`config.mk`:
```
export PLATFORM = sky130hd
export DESIGN_NAME = mipi_interface
export DESIGN_NICKNAME = d
export VERILOG_FILES = /design/src/rtl/mipi_interface.sv
export SDC_FILE = /design/constraint.sdc
export NUM_CORES = 1
export LEC_CHECK = 0
export BUFFER_PORTS_ARGS = -buffer_cell sky130_fd_sc_hd__buf_4
export CORE_ASPECT_RATIO = 0.7
export CORE_MARGIN = 2
export CORE_UTILIZATION = 45
export CTS_CLUSTER_SIZE = 12
export DETAILED_ROUTE_END_ITERATION = 10
export PLACE_DENSITY = 0.75
export SYNTH_ARGS = -nofsm -noshare
export SYNTH_HDL_FRONTEND = slang
export SYNTH_SLANG_ARGS = --single-unit
```
`constraint.sdc`:
```
create_clock -name CAM_CLK -period 2.5 [get_ports CAM_CLK]
set_clock_uncertainty 0.15 [all_clocks]
set_input_delay 0.25 -clock CAM_CLK [delete_from_list [all_inputs] [get_ports CAM_CLK]]
set_output_delay 0.25 -clock CAM_CLK [all_outputs]
set_load 0.01 [all_outputs]
```
`src/rtl/mipi_interface.sv`:
```
// mipi_interface: recovers frame/line sync markers and pixel payloads from a
// nibble-serial camera stream. A 48-bit history of nibbles is searched for the
// sync pattern. The type word that follows the pattern selects one of three
// actions: a 4-cycle VSYNC pulse, a 4-cycle HSYNC pulse, or a data packet.
// A data packet is presented as 16-bit words with a slow PCLK strobe.
//
// Handshake: there is no back-pressure. Each word is valid on DATA_OUT/ADDRA
// from the cycle it updates until the next update. PCLK rises mid-word, so a
// consumer samples DATA_OUT/ADDRA/LINE_END on the PCLK rising edge.
module mipi_interface #(
  parameter int PIXELS_PER_LINE = 960
) (
  input  logic        CAM_CLK,
  input  logic        RESET,
  input  logic [3:0]  CAM_DATA_i,
  output logic        VSYNC,
  output logic        HSYNC,
  output logic        LINE_END,
  output logic        PCLK,
  output logic [15:0] DATA_OUT,
  output logic [9:0]  ADDRA,
  output logic [2:0]  dbg_state
);

  localparam logic [47:0] SYNC_PAT = 48'h0000_0000_0CFC;
  localparam int CW = $clog2(PIXELS_PER_LINE + 1);
  localparam logic [CW-1:0] LAST_CNT = CW'(PIXELS_PER_LINE);
  localparam logic [CW-1:0] LAST_IDX = CW'(PIXELS_PER_LINE - 1);
  localparam logic [CW-1:0] CNT_ONE  = CW'(1);

  typedef enum logic [2:0] {
    ST_HUNT    = 3'd0,
    ST_TYPE    = 3'd1,
    ST_PULSE   = 3'd2,
    ST_HEADER  = 3'd3,
    ST_PAYLOAD = 3'd4
  } state_e;

  state_e        state_q, state_d;
  logic [47:0]   sr_q, sr_d;
  logic [11:0]   word_q, word_d;
  logic [1:0]    nib_cnt_q, nib_cnt_d;
  logic [CW-1:0] pix_cnt_q, pix_cnt_d;
  logic          vsync_q, vsync_d;
  logic          hsync_q, hsync_d;
  logic          line_end_q, line_end_d;
  logic          pclk_q, pclk_d;
  logic [15:0]   data_q, data_d;
  logic [9:0]    addra_q, addra_d;
  logic [15:0]   full_word;

  // The current nibble completes a 16-bit word whose first three nibbles are
  // already held in word_q.
  assign full_word = {word_q, CAM_DATA_i};

  // Next-state logic for the sync hunter, the type decoder and the payload
  // word assembler.
  always_comb begin
    state_d    = state_q;
    sr_d       = {sr_q[43:0], CAM_DATA_i};
    word_d     = {word_q[7:0], CAM_DATA_i};
    nib_cnt_d  = nib_cnt_q + 2'd1;
    pix_cnt_d  = pix_cnt_q;
    vsync_d    = vsync_q;
    hsync_d    = hsync_q;
    line_end_d = line_end_q;
    pclk_d     = 1'b0;
    data_d     = data_q;
    addra_d    = addra_q;

    case (state_q)
      ST_HUNT: begin
        // sr_q holds the 12 newest nibbles. On a hit, the current nibble is
        // already the first type nibble, so counting starts at 1.
        if (sr_q == SYNC_PAT) begin
          state_d   = ST_TYPE;
          nib_cnt_d = 2'd1;
        end else begin
          nib_cnt_d = 2'd0;
        end
      end

      ST_TYPE: begin
        if (nib_cnt_q == 2'd3) begin
          case (full_word)
            16'h0000: begin
              vsync_d = 1'b1;
              state_d = ST_PULSE;
            end
            16'hC000: begin
              hsync_d = 1'b1;
              state_d = ST_PULSE;
            end
            16'hCCC0: state_d = ST_HEADER;
            default:  state_d = ST_HUNT;
          endcase
        end
      end

      ST_PULSE: begin
        // The pulse was raised on entry. Four cycles later it drops and the
        // search resumes. No matching is done while the pulse is running.
        if (nib_cnt_q == 2'd3) begin
          vsync_d = 1'b0;
          hsync_d = 1'b0;
          state_d = ST_HUNT;
        end
      end

      ST_HEADER: begin
        if (nib_cnt_q == 2'd3) begin
          state_d   = ST_PAYLOAD;
          pix_cnt_d = '0;
        end
      end

      ST_PAYLOAD: begin
        // PCLK is high on the 3rd and 4th cycles after each word update.
        // pix_cnt_q counts the words already presented.
        pclk_d = (pix_cnt_q != '0) && ((nib_cnt_q == 2'd1) || (nib_cnt_q == 2'd2));
        if (nib_cnt_q == 2'd3) begin
          if (pix_cnt_q == LAST_CNT) begin
            // The last word's strobe is complete. This nibble belongs to
            // whatever follows the packet.
            line_end_d = 1'b0;
            state_d    = ST_HUNT;
          end else begin
            data_d     = full_word;
            addra_d    = 10'(pix_cnt_q);
            pix_cnt_d  = pix_cnt_q + CNT_ONE;
            line_end_d = (pix_cnt_q == LAST_IDX);
          end
        end
      end

      default: state_d = ST_HUNT;
    endcase
  end

  // State and registered outputs. Reset fills the history with ones so that
  // a run of zero nibbles after reset cannot form a false match.
  always_ff @(posedge CAM_CLK or negedge RESET) begin
    if (!RESET) begin
      state_q    <= ST_HUNT;
      sr_q       <= '1;
      word_q     <= '0;
      nib_cnt_q  <= '0;
      pix_cnt_q  <= '0;
      vsync_q    <= 1'b0;
      hsync_q    <= 1'b0;
      line_end_q <= 1'b0;
      pclk_q     <= 1'b0;
      data_q     <= '0;
      addra_q    <= '0;
    end else begin
      state_q    <= state_d;
      sr_q       <= sr_d;
      word_q     <= word_d;
      nib_cnt_q  <= nib_cnt_d;
      pix_cnt_q  <= pix_cnt_d;
      vsync_q    <= vsync_d;
      hsync_q    <= hsync_d;
      line_end_q <= line_end_d;
      pclk_q     <= pclk_d;
      data_q     <= data_d;
      addra_q    <= addra_d;
    end
  end

  assign VSYNC     = vsync_q;
  assign HSYNC     = hsync_q;
  assign LINE_END  = line_end_q;
  assign PCLK      = pclk_q;
  assign DATA_OUT  = data_q;
  assign ADDRA     = addra_q;
  assign dbg_state = state_q;

endmodule

```
==> summary.md <==
| Metric | Value |
|---|---|
| Outcome | completed |
| Startpoint class of the critical path | flop |
| Port bufs | 38 |
| Clk slew on worst S/H paths | 0.07 ns |
| Gr usage total | 16.8% |
| Final Non-Filler Cells | 401 |
| Clock sink total | 105 |
| VDD IR max | 0.000552 V |
| Final period demand of the worst path | 2.37 ns |
| Top Ports | 39 |
| Remaining routing DRC violations | 0 |
| Initial DRC count | 89 |
| Die Area | 0.00892 mm² |
| Top_reg_cell synth | dfrtp_1 |
| CP delay by family, top | simple AND/OR/NAND/NOR gates |
| Endpoints failing setup | 0 |
| Final hold vios | 0 |
| Initial core utilization | 46.5% |
| Post-CTS sizing | 0 |
| Commonest cells after routing, fill and taps aside | dfrtp_1, dfstp_2, buf_4 |
| Cells after synthesis | 247 |
| CTS Buffer Depth | 2 |
| Worst path cell trace | inv_1, ha_1, or4b_4, o31ai_4, buf_4, mux2_2 |
| Post-Syn Area | 0.00368 mm² |
| Hold path start | sr_q[5] |
| Final slew viol count | 0 |
| H-tree Lvls | 3 |
| Tot Pwr | 3180 µW |
| Slowest-stage cell, CP | or4b_4 |
| DP HPWL | 4450 µm |
| Max Cap Viol | 0 |
| Critical Path AT | 2.45 ns |
| Setup TNS | 0 ns |
| Avg Vias per Cell | 5.28 |
| Yosys cell types | 40 |
| Via count | 2118 |
| Clk Latency, worst-skew pair | 0.35 ns |
| Crit share post-route | 94.6% |
| Req. time, crit path | 2.58 ns |
| Die Y | 79.6 µm |
| Drt pass-1 iters | 4 |
| Synth warn | 0 |
| Buffers and inverters on the worst path | 2 |
| Worst setup EP type | flop |
| Max FO, Critical Path | 16 |
| Post-synthesis sequential area ratio | 73.1% |
| Largest net degree at the start of global routing | 64 |
| Max Fclk | 423 MHz |
| Ys async rst share | 100% |
| Clk root buf | clkbuf_16 |
| Crit path kind | reg2reg |
| ANT cells | 0 |
| CTS tree | done |
| Worst slew margin | 62.9% |
| Commonest non-fill, non-tap cell in the layout | dfrtp_1 |
| Layout Nets | 304 |
| Cell taking the most area after synthesis | dfrtp_1 |
| Place WS | 0.165 ns |
| Cts bufs inserted | 9 |
| Area contributors post-synth | dfrtp_1, dfstp_2, mux2_2 |
| Placed cells | 380 |
| Total grt overflow | 0 |
| Final wirelength | 6600 µm |
| Layout cells sized above 1 | 43.7% |
| Leak | 0.00196 µW |
| Initial antenna violation count | 0 |
| Number of synthesized flops with an enable pin | 0 |
| Die W | 112 µm |
| Number of global-route vias before repair | 2161 |
| Worst Tran Pin Value | 0.556 ns |
| Flops & latches, synth | 105 |
| CP peak stage delay | 0.50 ns |
| RePlAce Congestion | 0.767 |
| Area share of the largest cell type after synthesis | 38.8% |
| Post-DRT Antenna Nets | 0 |
| Crit path from | pix_cnt_q[0] |
| Fillcell total | 672 |
| Power per Cell Area | 720 mW/mm² |
| Area Growth Syn to Fin | 20.1% |
| Hold WS | 0.208 ns |
| Num rows | 27 |
| First-pass GRT wire length | 11300 µm |
| Setup WS post-layout | 0.134 ns |
| Syn_nets | 256 |
| DR WL/cell | 16.5 µm |
| Avg Inst Size Synth | 14.9 µm² |
| RSZ-0062 raised after global routing | no |
| Core area | 0.00791 mm² |
| Reg-to-reg startpoint | pix_cnt_q[0] |
| Worst hold-check path type | reg2reg |
[path summary, 6_finish.rpt]
path | slack, ns | depth (start not counted) | endpoint
max | 0.13 | 6 | ADDRA[3]
min | 0.21 | 0 | sr_q[9]
max reg2reg | 0.13 | 6 | ADDRA[3]
min reg2reg | 0.21 | 0 | sr_q[9]
max in group asynchronous | 1.16 | 3 | sr_q[2]
min in group asynchronous | 0.29 | 2 | ADDRA[3]
[per-layer routing]
metal | global-route usage, % | wire [µm] | vias to the layer above
met1 | 23.2 | 3240 | 1079
li1 | - | - | 982
met5 | 0 | 0 | -
met2 | 24.6 | 2880 | 46
met3 | 6.07 | 377 | 11
met4 | 5.85 | 96 | 0
[metrics by stage]
| step | util, % | area [µm²] |
|---|---|---|
| 2_1_floorplan | - | 3680 |
| 3_3_place_gp | 51.8 | 4090 |
| 3_5_place_dp | 51.8 | 4090 |
| 4_1_cts | 55.9 | 4420 |
| 5_1_grt | 55.9 | 4420 |
| 6_report | 55.9 | 4420 |
[state kept, by name (all words and copies together) (netlist names)]
register   flops
nib_cnt_q      2
ADDRA         10
pix_cnt_q     10
dbg_state      3
word_q        12
HSYNC          1
PCLK           1
LINE_END       1
VSYNC          1
sr_q          48
DATA_OUT      16
[worst register-to-register path: cells and delay by family, from the launching register on]
kind            cells  cell delay, ns
simple gates        1            0.50
flops               1            0.43
buf+inv             2            0.35
mux                 1            0.35
compound gates      1            0.31
fa+ha+maj           1            0.16
[power breakdown]
part | switching, µW | internal (µW)
Combinational | 43.6 | 26.0
Sequential | 35.5 | 1780
Clock | 606 | 686
Total | 685 | 2500
[kinds of logic (layout without fill, tap and decap cells)]
family                     count (synthesis)  in the layout  synth area share (%)
muxes                                     22             22                  6.74
AOI/OAI and AO/OA                         25             25                  4.94
buffers and inverters                     16             69                  2.11
adders and majority gates                  3              3                  1.02
xor gates and xnor gates                   4              4                 0.953
DFF                                      105            105                  73.1
and+or+nand+nor                           72             72                  11.1
[final cells by class]
| type | instances | area [µm²] | share of cell area [%] |
|---|---|---|---|
| multi-input combinational | 126 | 911 | 20.6 |
| inverter | 5 | 18.8 | 0.425 |
| clock buffer | 11 | 233 | 5.27 |
| tap | 101 | 126 | 2.86 |
| timing repair buffer | 48 | 398 | 9.01 |
| sequential | 105 | 2690 | 60.9 |
| clock inverter | 5 | 41.3 | 0.935 |
[timing repair]
item	in CTS	in global routing
hold buffers	5	0
endpoints found under the hold margin	50	0
setup buffers	0	0
[Yosys cell counts (all sizes together), types with 2 or more instances]
cell type  count
o31ai          3
inv            5
nand3         11
nand4          5
nor2b          2
nand2         14
buf            4
clkbuf         7
nor4          14
a31o           2
nor2           8
a21oi          4
nor4bb         2
or3            3
nor3           5
a22o           2
dfrtp         57
xnor2          3
o21ai          8
mux2          22
ha             3
dfstp         48
(Power assumes the default switching activity.)
